**src/rtl/mem_stage_ctrl.sv**
```systemverilog
// MEM-stage sequencer: one req/ack data-memory transaction per load/store, pipeline frozen meanwhile.
// Optional watchdog enabled by defining MEM_CTRL_TIMEOUT_EN.
module mem_stage_ctrl #(
   parameter int TIMEOUT_W = 8
) (
   input  logic        clk_i,
   input  logic        rst_i,
   input  logic        mem_read_i,
   input  logic        mem_write_i,
   input  logic [31:0] addr_i,
   input  logic [31:0] wdata_i,
   output logic        stall_o,
   output logic [31:0] rdata_o,
   output logic        done_o,
   output logic        err_o,
   output logic        dmem_req_o,
   output logic        dmem_we_o,
   output logic [31:0] dmem_addr_o,
   output logic [31:0] dmem_wdata_o,
   input  logic        dmem_ack_i,
   input  logic [31:0] dmem_rdata_i
);

   typedef enum logic [1:0] {IDLE, WAIT, DONE} state_t;

   state_t state_q, state_d;
   logic   op;
   logic   timeout;

   assign op = mem_read_i | mem_write_i;

   if (TIMEOUT_W < 1) begin : g_bad_timeout_w
      $error("mem_stage_ctrl: TIMEOUT_W must be at least 1");
   end

`ifdef MEM_CTRL_TIMEOUT_EN
   // Timeout fires on the wait cycle that would bring the counter to all-ones.
   localparam logic [TIMEOUT_W-1:0] TO_LAST = TIMEOUT_W'((2 ** TIMEOUT_W) - 2);

   logic [TIMEOUT_W-1:0] wd_cnt_q;
   logic                 err_q;

   assign timeout = (state_q == WAIT) && !dmem_ack_i && (wd_cnt_q == TO_LAST);
   assign err_o   = err_q;

   always_ff @(posedge clk_i) begin
      if (!rst_i) begin
         wd_cnt_q <= '0;
         err_q    <= 1'b0;
      end else begin
         if (state_q == IDLE && op)
            wd_cnt_q <= '0;
         else if (state_q == WAIT && !dmem_ack_i)
            wd_cnt_q <= wd_cnt_q + 1'b1;
         if (timeout)
            err_q <= 1'b1;
      end
   end
`else
   assign timeout = 1'b0;
   assign err_o   = 1'b0;
`endif

   always_ff @(posedge clk_i) begin
      if (!rst_i)
         state_q <= IDLE;
      else
         state_q <= state_d;
   end

   always_comb begin
      state_d = state_q;
      stall_o = 1'b0;
      done_o  = 1'b0;
      case (state_q)
         IDLE: begin
            stall_o = op;
            if (op)
               state_d = WAIT;
         end
         WAIT: begin
            stall_o = 1'b1;
            if (dmem_ack_i || timeout)
               state_d = DONE;
         end
         DONE: begin
            done_o  = 1'b1;
            state_d = IDLE;
         end
         default: state_d = IDLE;
      endcase
   end

   // Request registers and load-data capture; a read+write combination is issued as a write.
   always_ff @(posedge clk_i) begin
      if (!rst_i) begin
         dmem_req_o   <= 1'b0;
         dmem_we_o    <= 1'b0;
         dmem_addr_o  <= '0;
         dmem_wdata_o <= '0;
         rdata_o      <= '0;
      end else begin
         case (state_q)
            IDLE: begin
               if (op) begin
                  dmem_req_o   <= 1'b1;
                  dmem_we_o    <= mem_write_i;
                  dmem_addr_o  <= addr_i;
                  dmem_wdata_o <= wdata_i;
               end
            end
            WAIT: begin
               if (dmem_ack_i) begin
                  dmem_req_o <= 1'b0;
                  if (!dmem_we_o)
                     rdata_o <= dmem_rdata_i;
               end else if (timeout) begin
                  dmem_req_o <= 1'b0;
               end
            end
            default: ;
         endcase
      end
   end

endmodule

```
**config.mk**
```make
export PLATFORM = sky130hd
export DESIGN_NAME = mem_stage_ctrl
export DESIGN_NICKNAME = d
export VERILOG_FILES = /design/src/rtl/mem_stage_ctrl.sv
export SDC_FILE = /design/constraint.sdc
export NUM_CORES = 1
export LEC_CHECK = 0
export CORE_MARGIN = 5
export CORE_UTILIZATION = 44
export CTS_BUF_LIST = sky130_fd_sc_hd__clkbuf_2 sky130_fd_sc_hd__clkbuf_4 sky130_fd_sc_hd__clkbuf_8
export DETAILED_ROUTE_END_ITERATION = 10
export HOLD_SLACK_MARGIN = 0.06
export PLACE_DENSITY_LB_ADDON = 0.05
export REMOVE_ABC_BUFFERS = 1
export SLEW_MARGIN = 25
export SYNTH_ARGS = -nofsm -noshare
export SYNTH_HDL_FRONTEND = slang
export SYNTH_SLANG_ARGS = --single-unit
```
**constraint.sdc**
```tcl
create_clock -name clk_i -period 2.6 [get_ports clk_i]
set_clock_uncertainty 0.15 [all_clocks]
set_input_delay 0.52 -clock clk_i [delete_from_list [all_inputs] [get_ports clk_i]]
set_output_delay 0.52 -clock clk_i [all_outputs]
set_load 0.005 [all_outputs]
```
==> impl_metrics.toml <==
[logic_synthesis]
ys_seq_area_frac = 0.512
ys_warn_count = 0
synthMuxAreaShare = 0.164
synthCells = 440
synth-edff-count = 0
synth_top_area_frac = 0.512
ys_top_cells_by_area = "dfxtp_1 51%, mux2i_1 16%, nand2_1 16%, nand3_1 4.1%, o21ai_0 4.1%"
synth_compound_area_frac = 0.0522
synthSimpleGateAreaFrac = 0.208
async_reset_ff_frac = 0
synth_xor_area_frac = 0
synth_top_area_cell = "dfxtp_1"
ys_dominant_reg_cell = "dfxtp_1"
synth_fa_ha_area_frac = 0
ys_seq_elements = 100
synth_area_sq_um = 3910
ys_top_cells_by_count = "162 x nand2_1, 100 x dfxtp_1, 64 x mux2i_1"
syn_avg_cell_area_sq_um = 8.89
yosysMostFrequentCell = "nand2_1"
synth_top_family_by_area = "simple AND/OR/NAND/NOR gates"
ys_types = 24

[power]
p_leak_nw = 2.46
swShare = 0.238
powerDensity_nw_per_um2 = 557
pwr-share-comb = 0.211
clkPwrFrac = 0.288
vdd_drop_max_uv = 278
internal-power_w = 0.00259
power_frac_seq = 0.501
p_sw_w = 0.000809

[timing]
setup_tns_ps = 0
period_needed_ps = 2430
tightest_slew_ps = 587
max_slew_margin = 0.609
whs_ps = 308
period_share = 0.936
hold_viol = 0
fmax_mhz = 411
rsz0062_at_grt = "false"
setup_viol = 0
drv_slew = 0

[critical_path]
reg2reg_depth = 4
worstSetupStartpointType = "input port"
cp-end-kind = "output port"
crit_fanout = 3
startpoint = "mem_write_i"
critPathKind = "input port to output port"
r2r_start = "state_q[1]"
cp.arrival_ps = 1760
crit_required_ps = 1930

[min_path]
hp-class = "flip-flop to flip-flop"
hold_path_startpoint = "dmem_wdata_o[2]"
hold_depth = 2

[route]
drtAntennaViolNets = 0
wl_per_cell_um = 14.1
drc = 0
avgViaCountPerCell = 4.70
dr.first_iter.drc_count = 96
routed_wl_mm = 10.3
num_vias = 3440
dr.pass1.iters = 4

[clock_network]
clk_latency_ps = 340
postCtsHoldBufs = 0
post_cts_buffers = 0
cts_buffers = 9
clk_transition_reported_paths_ps = 80
clock-root-buffer = "clkbuf_8"
cts_sinks = 100
cts_resized = 0
cts_tree = "done"
cts_max_path_buffers = 2
htreeDepth = 3

[place]
portBuffers = 200
gp_congestion = 0.760
hpwl_mm = 7.69

[global_route]
grt_use_met3 = 0.0795
globalRoute.busiestLayer = "met2"
grt_max_degree = 132
grt-ovfl-total = 0
grt_pass1_vias = 3449
antenna_found_initial = 0
grt.met2_usage = 0.295
grt_pass1_wl_mm = 16.4
grtUsageTotal = 0.183
grt_use_met1 = 0.210

[layout]
drive_above_1_share = 0.0417
syn_to_final_growth_pct = 56.2
diodes = 0
fill_cells = 680
register_area_sq_um = 2000
nets = 721
multi_input_comb_area_sq_um = 1670

[floorplanning]
die_h_um = 104
die_w_um = 104
fp-row-count = 34
core-area_sq_um = 8680
die_area_sq_um = 10900
io_pins = 202
start_util = 0.451

[flow_run]
maxCapViolations = 0

[outcome]
status = "finished clean"
[power groups by stage]
stage               sequential, W  clock, W  combinational [W]
finish                    0.00170  0.000982           0.000717
global route              0.00172   0.00109           0.000774
CTS                       0.00171   0.00103           0.000727
detailed placement        0.00174         0           0.000725
global placement          0.00173         0           0.000712
floorplan                 0.00175         0           0.000216
[per-stage QoR]
| step | worst slack [ps] | cell area, sq um | total power [W] | instances | util |
|---|---|---|---|---|---|
| 4_1_cts | 165 | 6110 | 0.00346 | 732 | 0.704 |
| 5_1_grt | 136 | 6110 | 0.00359 | 732 | 0.704 |
| 3_5_place_dp | 164 | 5910 | 0.00247 | 717 | 0.681 |
| 2_1_floorplan | 101 | 3660 | 0.00196 | 403 | - |
| 6_report | 166 | 6110 | 0.00340 | 732 | 0.704 |
| 3_3_place_gp | 192 | 5910 | 0.00245 | 717 | 0.681 |
[placed cells by master (no fill, tap or decap), drive strengths merged]
master	instances
mux2i	64
buf	7
nor3	1
nand2	162
a21oi	1
o21ai	32
and3	1
a31o	1
clkinv	1
clkbuf	13
nor2	2
clkdlybuf4s50	199
nand4bb	1
conb	1
bufinv	1
nor2b	1
o21a	3
dfxtp	100
nand3	32
nor3b	1
[sequential cells by signal (all words and copies together) (netlist names)]
name and cells:
dmem_we_o 1, dmem_addr_o 32, state_q 2, rdata_o 32, dmem_req_o 1, dmem_wdata_o 32
[worst max-delay path, cell delays in order]
cell	delay, ps
clkdlybuf4s50_1	540
nor3_1	80
nor2_1	110
clkdlybuf4s50_1	520
[path summary, 6_finish.rpt]
| kind | endpoint | slack, ps |
|---|---|---|
| min reg2reg | dmem_wdata_o[2] | 310 |
| max | stall_o | 170 |
| max reg2reg | dmem_addr_o[9] | 950 |
| min | dmem_wdata_o[2] | 310 |
[per-layer routing]
metal / vias up / part of all wire
met5: - / 0
met4: 0 / 0.023
met3: 17 / 0.097
met2: 129 / 0.47
met1: 1501 / 0.41
li1: 1793 / -
[layout make-up]
class / instances / share of cell area
timing repair buffer: 206 / 0.345
sequential: 100 / 0.328
multi-input combinational: 303 / 0.273
clock buffer: 13 / 0.0262
tap: 108 / 0.0221
clock inverter: 2 / 0.00574
[logic make-up (layout without fill, tap and decap cells)]
group                  count (synthesis)  in the layout
AND/OR/NAND/NOR                      201            201
flip-flops                           100            100
multiplexers                          64             64
AO/OA/AOI/OAI                         37             37
buffers and inverters                 37            221
other                                  1              1
(Power assumes the default switching activity.)
==> variant 1 (same settings) <==
The 3 states of `state_t` get a one-hot encoding in 3 bits.
--- a/src/rtl/mem_stage_ctrl.sv
+++ b/src/rtl/mem_stage_ctrl.sv
@@ -21,7 +21,7 @@
    input  logic [31:0] dmem_rdata_i
 );
 
-   typedef enum logic [1:0] {IDLE, WAIT, DONE} state_t;
+   typedef enum logic [2:0] {IDLE = 3'b001, WAIT = 3'b010, DONE = 3'b100} state_t;
 
    state_t state_q, state_d;
    logic   op;
Check against the original RTL: no difference found for any inputs over 10 cycles, from zero or initial values and one cycle with rst_i low; not proved beyond that.
==> variant 1 against the unedited design <==
Area after synthesis up 3.5%; critical path depth unchanged; critical path type unchanged; maximum frequency down 3.7%; worst setup slack worse by 0.094 ns; design area up 3.5%; wire length up 1.3%; clock power up 11%; power up 6.3%; sequential cell count up 1.
==> variant 1: results <==
export IMPL_outcome="completed"
export IMPL_diodes=0
export IMPL_clk_root_buffer_cell="clkbuf_8"
export IMPL_worstPathMaxFanout=2
export IMPL_placement_cell_area_mm2=0.00609
export IMPL_globalplace_congestion=0.728
export IMPL_vias=3473
export IMPL_grt_util_met3=0.0808
export IMPL_yosysUniqueCellTypes=21
export IMPL_dp_cells=725
export IMPL_post_synthesis_compound_gate_area_fraction=0.0121
export IMPL_port_buffer_count=200
export IMPL_post_synth_mux_area_share=0.237
export IMPL_drive_above_1_share=0.0476
export IMPL_groute_usage_overall=0.183
export IMPL_crit_path_max_incr_delay_ns=0.44
export IMPL_wl_mm=10.5
export IMPL_tritoncts_num_buffers=9
export IMPL_synth_xor_area_share=0
export IMPL_clk_pin_slew_ns=0.09
export IMPL_cts_post_setup_buffers_inserted=0
export IMPL_power_static_leakage_nw=2.50
export IMPL_crit_path_dat_ns=1.86
export IMPL_post_synth_main_area_contributors="dfxtp_1 50%, mux2i_1 24%, nand2_1 18%"
export IMPL_worst_slack_at_placement_ns=0.0620
export IMPL_critical_path_top_delay_family="buffers and inverters"
export IMPL_first_pass_iters=4
export IMPL_antenna_found_initial=0
export IMPL_synth_edf_count=0
export IMPL_synth_sequential_area_ratio=0.500
export IMPL_grt_first_pass_wirelength_mm=16.7
export IMPL_synth_warning_count=0
export IMPL_synth_async_reset_ratio=0
export IMPL_cts_repair_resized=0
export IMPL_first_iter_violations=126
export IMPL_wl_per_cell_um=14.1
export IMPL_grt_met1_usage=0.207
export IMPL_synth_adder_area_share=0
export IMPL_clock_latency_ns=0.34
export IMPL_cp_slowest_cell="clkdlybuf4s50_1"
export IMPL_dp_final_hpwl_mm=7.83
export IMPL_synth_common_cells="193 x nand2_1, 101 x dfxtp_1, 96 x mux2i_1"
export IMPL_grtUsageMet2=0.307
export IMPL_largest_registers="dmem_addr_o: 32 flops, dmem_wdata_o: 32 flops, rdata_o: 32 flops"
export IMPL_grt_start_max_net_pins=68
export IMPL_max_vdd_ir_drop_mv=0.327
export IMPL_htree_depth=3
export IMPL_cts_max_path_buffers=2
export IMPL_synth_cells=441
export IMPL_holdCritPathClass="register to register"
==> variant 1: cell types whose count changed after synthesis, sizes merged, moves of 3 or more <==
cell / before / now
mux2i: 64 / 96
nand3: 32 / 0
nor3b: 1 / 4
nand2: 162 / 193
o21ai: 32 / 1
buf: 22 / 19
==> variant 1: metal layers <==
metal | routed length [um] | up-vias
met5 | 0 | -
li1 | - | 1776
met4 | 179 | 0
met2 | 4950 | 124
met3 | 1070 | 14
met1 | 4280 | 1559
==> variant 1: path summary, 6_finish.rpt <==
path / cells past startpoint / slack, ns / start / endpoint
worst max-delay path: 4 / 0.07 / mem_write_i / stall_o
worst min-delay path: 2 / 0.31 / rdata_o[14] / rdata_o[14]
worst max register to register: 4 / 0.82 / state_q[1] / rdata_o[0]
worst min register to register: 2 / 0.31 / rdata_o[14] / rdata_o[14]
==> variant 1: worst reg2reg max path: cells and delay by family (launching register included) <==
kind	cells	cell delay, ns
simple gates	2	0.65
buf+inv	1	0.26
flops	1	0.38
mux	1	0.26
==> variant 1: final cells by class <==
cell class | count | area (um^2)
Fill cell | 770 | 2790
Timing Repair Buffer | 208 | 2110
Sequential cell | 101 | 2020
Multi-Input combinational cell | 305 | 1820
Clock buffer | 14 | 193
Tap cell | 111 | 139
Clock inverter | 2 | 37.5
==> variant 1: where the power goes <==
| part | total [W] | switching, W | internal, W |
|---|---|---|---|
| Sequential | 0.00174 | 0.0000652 | 0.00167 |
| Clock | 0.00109 | 0.000517 | 0.000578 |
| Combinational | 0.000787 | 0.000295 | 0.000492 |
==> variant 2 (same settings) <==
Made on the original files. The option `MEM_CTRL_TIMEOUT_EN` is turned on by a define.
--- a/src/rtl/mem_stage_ctrl.sv
+++ b/src/rtl/mem_stage_ctrl.sv
@@ -1,5 +1,7 @@
 // MEM-stage sequencer: one req/ack data-memory transaction per load/store, pipeline frozen meanwhile.
 // Optional watchdog enabled by defining MEM_CTRL_TIMEOUT_EN.
+`define MEM_CTRL_TIMEOUT_EN
+
 module mem_stage_ctrl #(
    parameter int TIMEOUT_W = 8
 ) (
Function: no difference found for any inputs over 10 cycles, from zero or initial values and one cycle with rst_i low; that may be too few to reach the edited logic, so the function may still have changed.
==> variant 2 against the unedited design <==
Design area rose by 6.4%; sequential share of layout area rose by 0.80 points; largest cell class is now registers; power rose by 9.0%; worst setup slack got worse by 0.10 ns; sequential cell count rose by 9; cell count rose by 11%; wire length rose by 27%; maximum frequency fell by 4.0%; first-iteration DRC count rose to 2.6 times the old value; combinational power rose by 12%; critical endpoint unchanged; area after synthesis rose by 7.0%.
==> variant 2: results <==
export IMPL_placement_cell_area_mm2=0.00629
export IMPL_wl_mm=13.1
export IMPL_max_slew_headroom_at_the_worst_pin=0.527
export IMPL_met3_length_mm=1.14
export IMPL_grt_first_pass_wirelength_mm=21.2
export IMPL_vias_per_cell=5.23
export IMPL_grt_util_met3=0.0798
export IMPL_max_vdd_ir_drop_mv=0.312
export IMPL_worstRegToRegCells=3
export IMPL_hold_slack_ns=0.310
export IMPL_launch_instance_of_the_worst_min_delay_path="rdata_o[25]"
export IMPL_worst_slack_at_placement_ns=-0.00496
export IMPL_yosysUniqueCellTypes=38
export IMPL_crit_path_max_incr_delay_ns=0.46
export IMPL_post_synth_main_area_contributors="dfxtp_1 52%, a21oi_1 12%, nand3_1 7.9%"
export IMPL_dp_final_hpwl_mm=9.05
export IMPL_power_w=0.00371
export IMPL_grt_pass1_vias=4262
export IMPL_grt_met1_usage=0.275
export IMPL_synth_sequential_area_ratio=0.522
export IMPL_groute_usage_overall=0.225
export IMPL_final_net_count=784
export IMPL_sequentialPowerShare=0.497
export IMPL_synth_xor_area_share=0.00419
export IMPL_outcome="completed"
export IMPL_worst_hold_path_endpoint="rdata_o[25]"
export IMPL_grtUsageMet2=0.364
export IMPL_drive_above_1_share=0.0539
export IMPL_post_synthesis_compound_gate_area_fraction=0.219
export IMPL_clk_pin_slew_ns=0.11
export IMPL_power_static_leakage_nw=2.28
export IMPL_worstPathMaxFanout=2
variant 2: changes by cell type after synthesis, moves of 5 or more:
cell,before,now
a21oi_1,1,104
buf_2,9,19
buf_8,5,0
clkbuf_1,12,23
dfxtp_1,100,109
mux2i_1,64,0
nand2_1,162,68
nand3_1,32,66
nor2_1,1,6
o21ai_0,32,65
variant 2: final cells by class:
type / count / area [um^2]
Inverter: 4 / 15.0
Multi-Input combinational cell: 345 / 1780
Clock inverter: 6 / 68.8
Sequential cell: 109 / 2180
Fill cell: 761 / 2740
Clock buffer: 10 / 138
Timing Repair Buffer: 212 / 2160
Tap cell: 129 / 161
variant 2: logic make-up after synthesis:
group,count (synthesis)
AOI/OAI and AO/OA,179
and+or+nand+nor,162
DFF,109
buffers and inverters,53
xor gates and xnor gates,2
adders and majority gates,2
variant 2: stage by stage:
step,utilization,instances
finish,0.703,815
global route,0.703,815
CTS,0.703,815
detailed placement,0.681,799
global placement,0.681,799
floorplan,-,458
